$ cat config.mk
export PLATFORM = sky130hd
export DESIGN_NAME = brushless_ctrl
export DESIGN_NICKNAME = d
export VERILOG_FILES = /design/src/rtl/brushless_pkg.sv /design/src/rtl/brushless_ctrl_hall_sync.sv /design/src/rtl/brushless_ctrl.sv
export SDC_FILE = /design/constraint.sdc
export NUM_CORES = 1
export LEC_CHECK = 0
export BUFFER_PORTS_ARGS = -buffer_cell sky130_fd_sc_hd__buf_2
export CORE_UTILIZATION = 30
export CTS_CLUSTER_SIZE = 20
export DETAILED_ROUTE_END_ITERATION = 12
export GPL_ROUTABILITY_DRIVEN = 1
export PLACE_DENSITY_LB_ADDON = 0.25
export SETUP_SLACK_MARGIN = 0.15
export SLEW_MARGIN = 20
export SYNTH_ARGS = -nofsm -noshare
export SYNTH_HDL_FRONTEND = slang
export SYNTH_HIERARCHICAL = 1
export SYNTH_SLANG_ARGS = --single-unit
export TNS_END_PERCENT = 50
$ cat constraint.sdc
create_clock -name clk -period 4.75 [get_ports clk]
set_input_delay 0.2375 -clock clk [delete_from_list [all_inputs] [get_ports clk]]
set_output_delay 0.2375 -clock clk [all_outputs]
set_load 0.02 [all_outputs]
$ cat src/rtl/brushless_pkg.sv
// -----------------------------------------------------------------------------
// brushless_pkg
// Shared types and constants for the brushless motor commutation controller:
//   phase_e    - per-phase driver code (HiZ / reverse / forward / regen brake)
//   state_e    - controller FSM states
//   sel_t      - the three phase codes bundled as {grn, ylw, blu}
//   DUTY_*     - run base, brake duty and upward slew step
//   STALL_LIM  - unchanged-rotor PWM periods that declare a stall
//   decode_rot - six-step commutation table
//   rot_illegal- flags the impossible hall patterns 000 / 111
// -----------------------------------------------------------------------------
package brushless_pkg;

    typedef enum logic [1:0] {
        PH_HIZ = 2'b00,
        PH_REV = 2'b01,
        PH_FWD = 2'b10,
        PH_BRK = 2'b11
    } phase_e;

    typedef enum logic [1:0] {
        ST_IDLE  = 2'b00,
        ST_RUN   = 2'b01,
        ST_BRAKE = 2'b10,
        ST_STALL = 2'b11
    } state_e;

    typedef struct packed {
        phase_e grn;
        phase_e ylw;
        phase_e blu;
    } sel_t;

    localparam logic [10:0] DUTY_BASE  = 11'h400;
    localparam logic [10:0] DUTY_BRAKE = 11'h600;
    localparam logic [10:0] DUTY_SLEW  = 11'd16;
    localparam logic [10:0] STALL_LIM  = 11'd1024;

    // Six-step commutation: rot = {Grn,Ylw,Blu}; illegal codes float all phases.
    function automatic sel_t decode_rot(input logic [2:0] rot);
        sel_t s;
        case (rot)
            3'b101:  s = '{PH_FWD, PH_REV, PH_HIZ};
            3'b100:  s = '{PH_FWD, PH_HIZ, PH_REV};
            3'b110:  s = '{PH_HIZ, PH_FWD, PH_REV};
            3'b010:  s = '{PH_REV, PH_FWD, PH_HIZ};
            3'b011:  s = '{PH_REV, PH_HIZ, PH_FWD};
            3'b001:  s = '{PH_HIZ, PH_REV, PH_FWD};
            default: s = '{PH_HIZ, PH_HIZ, PH_HIZ};
        endcase
        return s;
    endfunction

    function automatic logic rot_illegal(input logic [2:0] rot);
        return (rot == 3'b000) || (rot == 3'b111);
    endfunction

endpackage

$ cat src/rtl/brushless_ctrl_hall_sync.sv
// -----------------------------------------------------------------------------
// hall_sync
// Two-flop synchronizer for the asynchronous hall sensor bus.
//   clk   - system clock
//   rst_n - synchronous active-low reset, clears both stages
//   d_i   - W raw asynchronous inputs
//   q_o   - W synchronized outputs (two clocks of latency)
// -----------------------------------------------------------------------------
module hall_sync #(
    parameter int W = 3
) (
    input  logic         clk,
    input  logic         rst_n,
    input  logic [W-1:0] d_i,
    output logic [W-1:0] q_o
);

    logic [W-1:0] meta_q;
    logic [W-1:0] sync_q;

    // Double-flop metastability filter.
    always_ff @(posedge clk) begin
        if (!rst_n) begin
            meta_q <= '0;
            sync_q <= '0;
        end else begin
            meta_q <= d_i;
            sync_q <= meta_q;
        end
    end

    assign q_o = sync_q;

endmodule

$ cat src/rtl/brushless_ctrl.sv
// -----------------------------------------------------------------------------
// brushless_ctrl
// Six-step brushless DC commutation controller with duty slew limiting and
// regenerative braking. Optional stall detector: define HALL_STALL_DET_EN.
// Ports:
//   clk, rst_n               - clock, synchronous active-low reset
//   hallGrn/hallYlw/hallBlu  - asynchronous hall sensors
//   drv_mag[11:0]            - requested drive magnitude (0 = coast)
//   brake_n                  - low requests regen braking
//   PWM_synch                - one-clock strobe at each PWM period start
//   duty[10:0]               - PWM duty to the motor driver
//   selGrn/selYlw/selBlu     - phase codes (00 HiZ, 01 rev, 10 fwd, 11 brake)
//   stall                    - stall fault flag
// Rotor position and duty are only sampled/updated on PWM_synch so the driver
// never sees a commutation or duty change in the middle of a PWM period.
// -----------------------------------------------------------------------------
module brushless_ctrl
    import brushless_pkg::*;
(
    input  logic        clk,
    input  logic        rst_n,
    input  logic        hallGrn,
    input  logic        hallYlw,
    input  logic        hallBlu,
    input  logic [11:0] drv_mag,
    input  logic        brake_n,
    input  logic        PWM_synch,
    output logic [10:0] duty,
    output logic [1:0]  selGrn,
    output logic [1:0]  selYlw,
    output logic [1:0]  selBlu,
    output logic        stall
);

    logic [2:0]  hall_s;
    logic [2:0]  rot_q, rot_d;
    state_e      state_q, state_d;
    logic [10:0] duty_q, duty_d;
    sel_t        sel_q, sel_d;
    logic        drv_nz_s;
    logic        rot_same_s;
    logic [10:0] target_s;
    logic [10:0] diff_s;

    hall_sync #(.W(3)) u_hall_sync (
        .clk   (clk),
        .rst_n (rst_n),
        .d_i   ({hallGrn, hallYlw, hallBlu}),
        .q_o   (hall_s)
    );

    assign drv_nz_s   = |drv_mag;
    // At a strobe, hall_s is the rotor position about to be latched.
    assign rot_same_s = (hall_s == rot_q);
    assign target_s   = DUTY_BASE + {1'b0, drv_mag[11:2]};
    assign diff_s     = target_s - duty_q;

`ifdef HALL_STALL_DET_EN
    logic [10:0] cnt_q, cnt_d;
    logic        stall_q;
`endif

    // FSM next state; brake overrides every state including STALL.
    always_comb begin
        state_d = state_q;
        if (!brake_n) begin
            state_d = ST_BRAKE;
        end else begin
            case (state_q)
                ST_IDLE:  state_d = drv_nz_s ? ST_RUN : ST_IDLE;
                ST_RUN: begin
                    if (!drv_nz_s) begin
                        state_d = ST_IDLE;
`ifdef HALL_STALL_DET_EN
                    end else if (PWM_synch && rot_same_s &&
                                 (cnt_q == STALL_LIM - 11'd1)) begin
                        state_d = ST_STALL;
`endif
                    end else begin
                        state_d = ST_RUN;
                    end
                end
                ST_BRAKE: state_d = drv_nz_s ? ST_RUN : ST_IDLE;
                ST_STALL: begin
                    if (!drv_nz_s || (PWM_synch && !rot_same_s)) begin
                        state_d = ST_IDLE;
                    end else begin
                        state_d = ST_STALL;
                    end
                end
                default:  state_d = ST_IDLE;
            endcase
        end
    end

`ifdef HALL_STALL_DET_EN
    // Count strobes spent in RUN with no rotor movement; any exit from RUN clears.
    always_comb begin
        cnt_d = cnt_q;
        if ((state_q != ST_RUN) || (state_d != ST_RUN)) begin
            cnt_d = 11'd0;
        end else if (PWM_synch) begin
            cnt_d = rot_same_s ? (cnt_q + 11'd1) : 11'd0;
        end else begin
            cnt_d = cnt_q;
        end
    end
`endif

    // Rotor latch: only refreshed at PWM period start.
    always_comb begin
        rot_d = rot_q;
        if (PWM_synch) begin
            rot_d = hall_s;
        end else begin
            rot_d = rot_q;
        end
    end

    // Duty: brake jumps straight to its level, decreases apply at once,
    // increases are slew-limited to DUTY_SLEW per period.
    always_comb begin
        duty_d = duty_q;
        if (PWM_synch) begin
            if (!brake_n) begin
                duty_d = DUTY_BRAKE;
            end else if ((state_d == ST_STALL) || !drv_nz_s || rot_illegal(hall_s)) begin
                duty_d = 11'd0;
            end else if (target_s > duty_q) begin
                duty_d = duty_q + ((diff_s > DUTY_SLEW) ? DUTY_SLEW : diff_s);
            end else begin
                duty_d = target_s;
            end
        end else begin
            duty_d = duty_q;
        end
    end

    // Phase codes follow the latched rotor one clock later.
    always_comb begin
        sel_d = '{PH_HIZ, PH_HIZ, PH_HIZ};
        if (!brake_n) begin
            sel_d = '{PH_BRK, PH_BRK, PH_BRK};
        end else if ((state_q == ST_STALL) || !drv_nz_s) begin
            sel_d = '{PH_HIZ, PH_HIZ, PH_HIZ};
        end else begin
            sel_d = decode_rot(rot_q);
        end
    end

    // State, rotor, duty and phase registers.
    always_ff @(posedge clk) begin
        if (!rst_n) begin
            state_q <= ST_IDLE;
            rot_q   <= 3'b000;
            duty_q  <= 11'd0;
            sel_q   <= '{PH_HIZ, PH_HIZ, PH_HIZ};
        end else begin
            state_q <= state_d;
            rot_q   <= rot_d;
            duty_q  <= duty_d;
            sel_q   <= sel_d;
        end
    end

`ifdef HALL_STALL_DET_EN
    // Stall counter and fault flag.
    always_ff @(posedge clk) begin
        if (!rst_n) begin
            cnt_q   <= 11'd0;
            stall_q <= 1'b0;
        end else begin
            cnt_q   <= cnt_d;
            stall_q <= (state_d == ST_STALL);
        end
    end

    assign stall = stall_q;
`else
    assign stall = 1'b0;
`endif

    assign duty   = duty_q;
    assign selGrn = sel_q.grn;
    assign selYlw = sel_q.ylw;
    assign selBlu = sel_q.blu;

endmodule

# After elaboration in Yosys (flattened, before gate mapping)
# Index checks and enable logic that the tools add are counted.
dict set report classes {
  reduce_logical 12
  mux 11
  addsub 3
  magnitude_cmp 2
  n_eq_ne 12
}
# op n
set ops {}
lappend ops {{11-bit 2-to-1 mux} 4}
lappend ops {{6-bit case mux with 6 select lines} 1}
lappend ops {{3-bit equality test, second input constant} 4}
lappend ops {{6-bit 2-to-1 mux} 2}
lappend ops {{12-bit OR reduction} 1}
lappend ops {{11-bit by 10-bit adder with 11-bit output, first input constant} 1}
lappend ops {{11-bit adder} 1}
lappend ops {{11-bit > comparator} 1}
lappend ops {{11-bit by 5-bit > comparator with 1-bit output, second input constant} 1}
lappend ops {{11-bit subtractor} 1}
lappend ops {{2-bit equality test, second input constant} 3}
lappend ops {{3-bit by 2-bit equality test with 1-bit output, second input constant} 2}
lappend ops {{1-bit logical OR} 5}
lappend ops {{2-bit 2-to-1 mux} 2}
lappend ops {{2-bit case mux with 2 select lines} 1}
lappend ops {{3-bit by 1-bit equality test with 1-bit output, second input constant} 1}
lappend ops {{3-bit equality test} 1}
lappend ops {{3-bit zero test} 1}
lappend ops {{3-bit OR reduction} 1}
lappend ops {{2-bit by 1-bit equality test with 1-bit output, second input constant} 1}
lappend ops {{1-bit zero test} 2}
lappend ops {{2-bit zero test} 1}
lappend ops {{1-bit logical AND} 1}
lappend ops {{1-bit 2-to-1 mux} 1}
dict set report word_totals {
  elab_cells 48
  inputBits 19
  output_inout_bits 18
  reg_bits 28
}

# Logic depth before layout (Yosys ltp)
dict set report logic_depth {
  ltp_word 12
  depth_mapped 20
  mapped_depth_nobuf 20
}

# By module
# Netlist, hierarchy kept.
# mod area_each_um2 cells_each seq_area_each_um2 n_inst
set modules_own_cells {}
lappend modules_own_cells {brushless_ctrl 2175.8 286 440.4 1}
lappend modules_own_cells {hall_sync 157.7 12 120.1 1}

# Worst setup path after synthesis
# No wires, ideal clock.
dict set report synth_path {
  kind {register -> register}
  start {reg duty_q[0] (netlist: duty[0])}
  end {reg duty_q[8] (netlist: duty[8])}
  setup_slack_ns 0.341
  period_less_slack_ns 4.409
  stages_incl_launch_ff 19
  setup_ns 0.115
  required_ns 4.635
  n_path_buf 0
  arrival_time_ns 4.294
  cell_sequence {dfxtp_1 -> ha_1 -> fa_1 -> nand2b_1 -> a211oi_1 -> o21a_1 -> mux2i_1 -> nand2_1 -> or3b_4 -> or3b_1 -> fa_1 -> nor2b_1 -> o21ai_0 -> a21boi_0 -> o21ai_0 -> a21oi_1 -> xnor2_1 -> a211oi_1 -> o21a_1}
}
dict set report synth_via {
  elab_chain_len 7
  elab_cells_between_ends 8
  classes_between {add/sub: 2; order compare: 2; mux: 4}
}
# item line
set synth_lines {}
lappend synth_lines {{start: declaration} brushless_ctrl.sv:38} ;# logic [10:0] duty_q, duty_d;
lappend synth_lines {{start signal: assignment} brushless_ctrl.sv:161} ;# duty_q <= duty_d;
lappend synth_lines {{11-bit subtractor} brushless_ctrl.sv:56} ;# assign diff_s = target_s - duty_q;
lappend synth_lines {{11-bit by 5-bit > comparator with 1-bit output} brushless_ctrl.sv:130} ;# duty_d = duty_q + ((diff_s > DUTY_SLEW) ? DUTY_SLEW : diff_s);
lappend synth_lines {{11-bit 2-to-1 mux} brushless_ctrl.sv:130}
lappend synth_lines {{11-bit adder} brushless_ctrl.sv:130}
lappend synth_lines {{11-bit 2-to-1 mux (*)} brushless_ctrl.sv:129} ;# end else if (target_s > duty_q) begin
lappend synth_lines {{11-bit 2-to-1 mux (*)} brushless_ctrl.sv:127} ;# end else if ((state_d == ST_STALL) || !drv_nz_s || rot_illegal(hall_s)) begin
lappend synth_lines {{11-bit 2-to-1 mux (*)} brushless_ctrl.sv:125} ;# if (!brake_n) begin
# Mark *: on every way between the ends. The rest lies on a longest branch, timed or not.
# A chain may end at the register's enable or synchronous reset.

# Final worst setup path
dict set report layout_path {
  start {reg duty_q[0] (netlist: duty[0])}
  end {reg duty_q[9] (netlist: duty[9])}
}
# Same word-level chain as after synthesis.

==> out/summary.txt <==
DR iter-0 viols -> 150
DR vias/cell -> 5.161
Footprint of the multi-input gates -> 1708 µm²
Tcrit/Tclk final -> 92.49%
Synth warn -> 6
Yosys cell types -> 59
Pleak -> 1.216 nW
Storage cell area -> 561.8 µm²
Max clock buf depth -> 2
Crit Path Max Fanout -> 6
Max cap viols -> 0
TritonCTS clock tree -> yes
Outcome -> complete, no violations
Hold Vio Cnt, Final -> 0
Total gr overflow -> 0
Core Box Area -> 7370 µm²
CTS clk-pin slew, worst paths -> 0.10 ns
RSZ-0062 raised after global routing -> yes
IO Count -> 37
Top-area cell type share of the netlist area -> 24.02%
Antenna viol nets, final -> 0
Final Max Tran Viols -> 0
Filler Cell Count -> 774
Avg Cell Area, Syn -> 7.830 µm²
Layout cell share with drive strength beyond 1 -> 22.06%
Root Buffer -> clkbuf_8
Die ar. -> 8135 µm²
Initial core utilization -> 31.66%
Insertion delay to the later sink of the worst-skew pair -> 0.28 ns
Post-detail-place hpwl -> 5.136 mm
Port bufs -> 35
Crit path DAT -> 4.57 ns
Routed WL per cell -> 14.33 µm
CTS HTree Levels -> 1
Placed cell count -> 442
Crit-path cells -> ha_1 > fa_1 > nand2b_1 > a211oi_2 > o21a_1 > mux2i_1 > nand2_1 > or3b_4 > nor2_1 > ha_1 > a21oi_1 > o21ai_0 > a21oi_1 > nor2_1 > o311ai_1 > o41ai_1 > mux2i_1 > o21a_1
Hold_ws -> 0.1558 ns
Synth area leader -> dfxtp_1
Final core utilization -> 38.47%
N_diodes -> 0
DIE WIDTH -> 90.20 µm
Synth Cell Area -> 2333 µm²
Critical Path RT -> 4.93 ns
CTS buffer count -> 3
Maximum clock rate -> 227.6 MHz
Most used DFF post-synth -> dfxtp_1
Peak supply drop -> 0.1292 mV
Ranking of synthesized cells by area -> dfxtp_1, ha_1, nor2_1
First-pass GRT wire length -> 10.25 mm
Cell Count, Final, Fillers Out -> 448
Setup Total Neg Slack -> 0 ns
Nets -> 391
Gr usage total -> 15.66%
CP max stage cell -> or3b_4
Worst-Margin Slew -> 0.8407 ns
Startpoint Class -> register
Drt first pass iters -> 4
DR vias -> 2312
DRC Markers -> 0
Most frequent cells in the layout -> buf_2, nor2_1, nand2_1, dfxtp_1, a21oi_1
Flops & latches, synth -> 28
Drt total wl -> 6.421 mm
Max-slew headroom -> 43.52%
Power per Cell Area -> 218.9 nW/µm²
GPL Wtd Cong -> 0.8372
Number of synthesized flops with an enable pin -> 0
Cell count after synthesis -> 298
Asr flop ratio synth -> 0%
Min Clock Period, post-route -> 4.393 ns
Clk sinks -> 28
Die height -> 90.20 µm
Area Growth Syn to Fin -> 21.50%
Largest net degree at the start of global routing -> 19
Commonest non-fill, non-tap cell in the layout -> buf_2
Clock Skew -> 0.004150 ns
WS Path Type -> register to register
Hold Crit Class -> input pin to register
CP peak stage delay -> 0.42 ns
Initial antenna violation count -> 0
Endpoint class of the critical path -> register
Final Setup Violations -> 0
Sequential area share after synthesis -> 24.02%
Rows -> 31
Vias in the first global route -> 2196
==> synthesized netlist by cell type, types with 4 or more instances <==
master,number
o21a_1,4
dfxtp_1,28
a21oi_1,22
or2_2,4
or3_1,7
nand2b_1,6
nand2_1,27
a211oi_1,4
nor2_1,31
o211ai_1,4
xnor2_1,7
a31oi_1,4
and2_1,6
inv_1,19
o21ai_0,9
clkbuf_1,8
nand3_1,11
mux2i_1,10
o31ai_1,4
nor3_1,5
ha_1,20
==> critical path, delay by kind of cell (launching register included) <==
family	cells	cell delay [ns]
AOI/OAI and AO/OA	8	1.78
DFF	1	0.33
adders and majority gates	3	0.89
muxes	2	0.40
and+or+nand+nor	5	0.90
==> kinds of logic after synthesis <==
logic type / after synthesis / share of synthesized area [%]
AOI/OAI and AO/OA: 79 / 24.61
xor gates and xnor gates: 10 / 3.754
adders and majority gates: 22 / 12.44
buffers and inverters: 29 / 4.826
DFF: 28 / 24.02
muxes: 11 / 4.772
other: 1 / 0.1607
and+or+nand+nor: 118 / 25.42
==> state kept, by name, indices dropped and copies added, names as in the netlist <==
name and cells:
selYlw 2, state_q 2, u_hall_sync/q_o 3, selBlu 2
duty 11, u_hall_sync/meta_q 3, rot_q 3, selGrn 2
==> report_power, final <==
group | leakage (nW) | total, W | internal (W) | switching [W]
sequential | 0.231 | 0.000252 | 0.000244 | 0.00000720
combinational | 0.950 | 0.000181 | 0.0000729 | 0.000108
clock | 0.0357 | 0.000188 | 0.000113 | 0.0000753
==> routing by layer <==
metal / wire (µm) / vias to the layer above / track usage, % / part of all wire (%)
met2: 2969 / 52 / 25.76 / 46
met1: 3105 / 1071 / 21.22 / 48
met4: 124 / 0 / 5.376 / 1.9
li1: - / 1180 / - / -
met5: 0 / - / 0 / 0
met3: 221 / 9 / 1.607 / 3.4
==> through the flow <==
step,worst slack [ns],area [µm²],power [W]
final,0.3566,2835,0.0006206
after global routing,0.1478,2835,0.0006578
after CTS,0.1707,2806,0.0006265
after detailed placement,-0.001515,2719,0.0004325
after global placement,0.1270,2719,0.0004325
after floorplan,0.3409,2352,0.0003809
==> worst paths after layout <==
| path | start | to | slack [ns] | depth (start not counted) |
|---|---|---|---|---|
| setup reg to reg | duty[0] | duty[9] | 0.36 | 18 |
| hold reg to reg | u_hall_sync/meta_q[2] | u_hall_sync/q_o[2] | 0.44 | 1 |
| setup / recovery | duty[0] | duty[9] | 0.36 | 18 |
| hold / removal | hallYlw | u_hall_sync/meta_q[1] | 0.16 | 2 |
==> area by class of cell <==
class,instances,area share (%)
flip-flops and latches,28,19.81
clock inverters,1,1.059
clock buffers,3,1.456
multi-input cells,246,60.24
repair buffers,51,10.41
well taps,99,4.369
inverters,20,2.648
==> timing repair <==
| action | CTS | global route |
|---|---|---|
| pin swaps | 0 | 5 |
| hold buffers | 0 | 0 |
| resized for setup | 4 | 8 |
| endpoints found under the setup margin | 2 | 4 |
| setup buffers | 0 | 2 |
No activity file was read; power rests on OpenSTA's default activity.
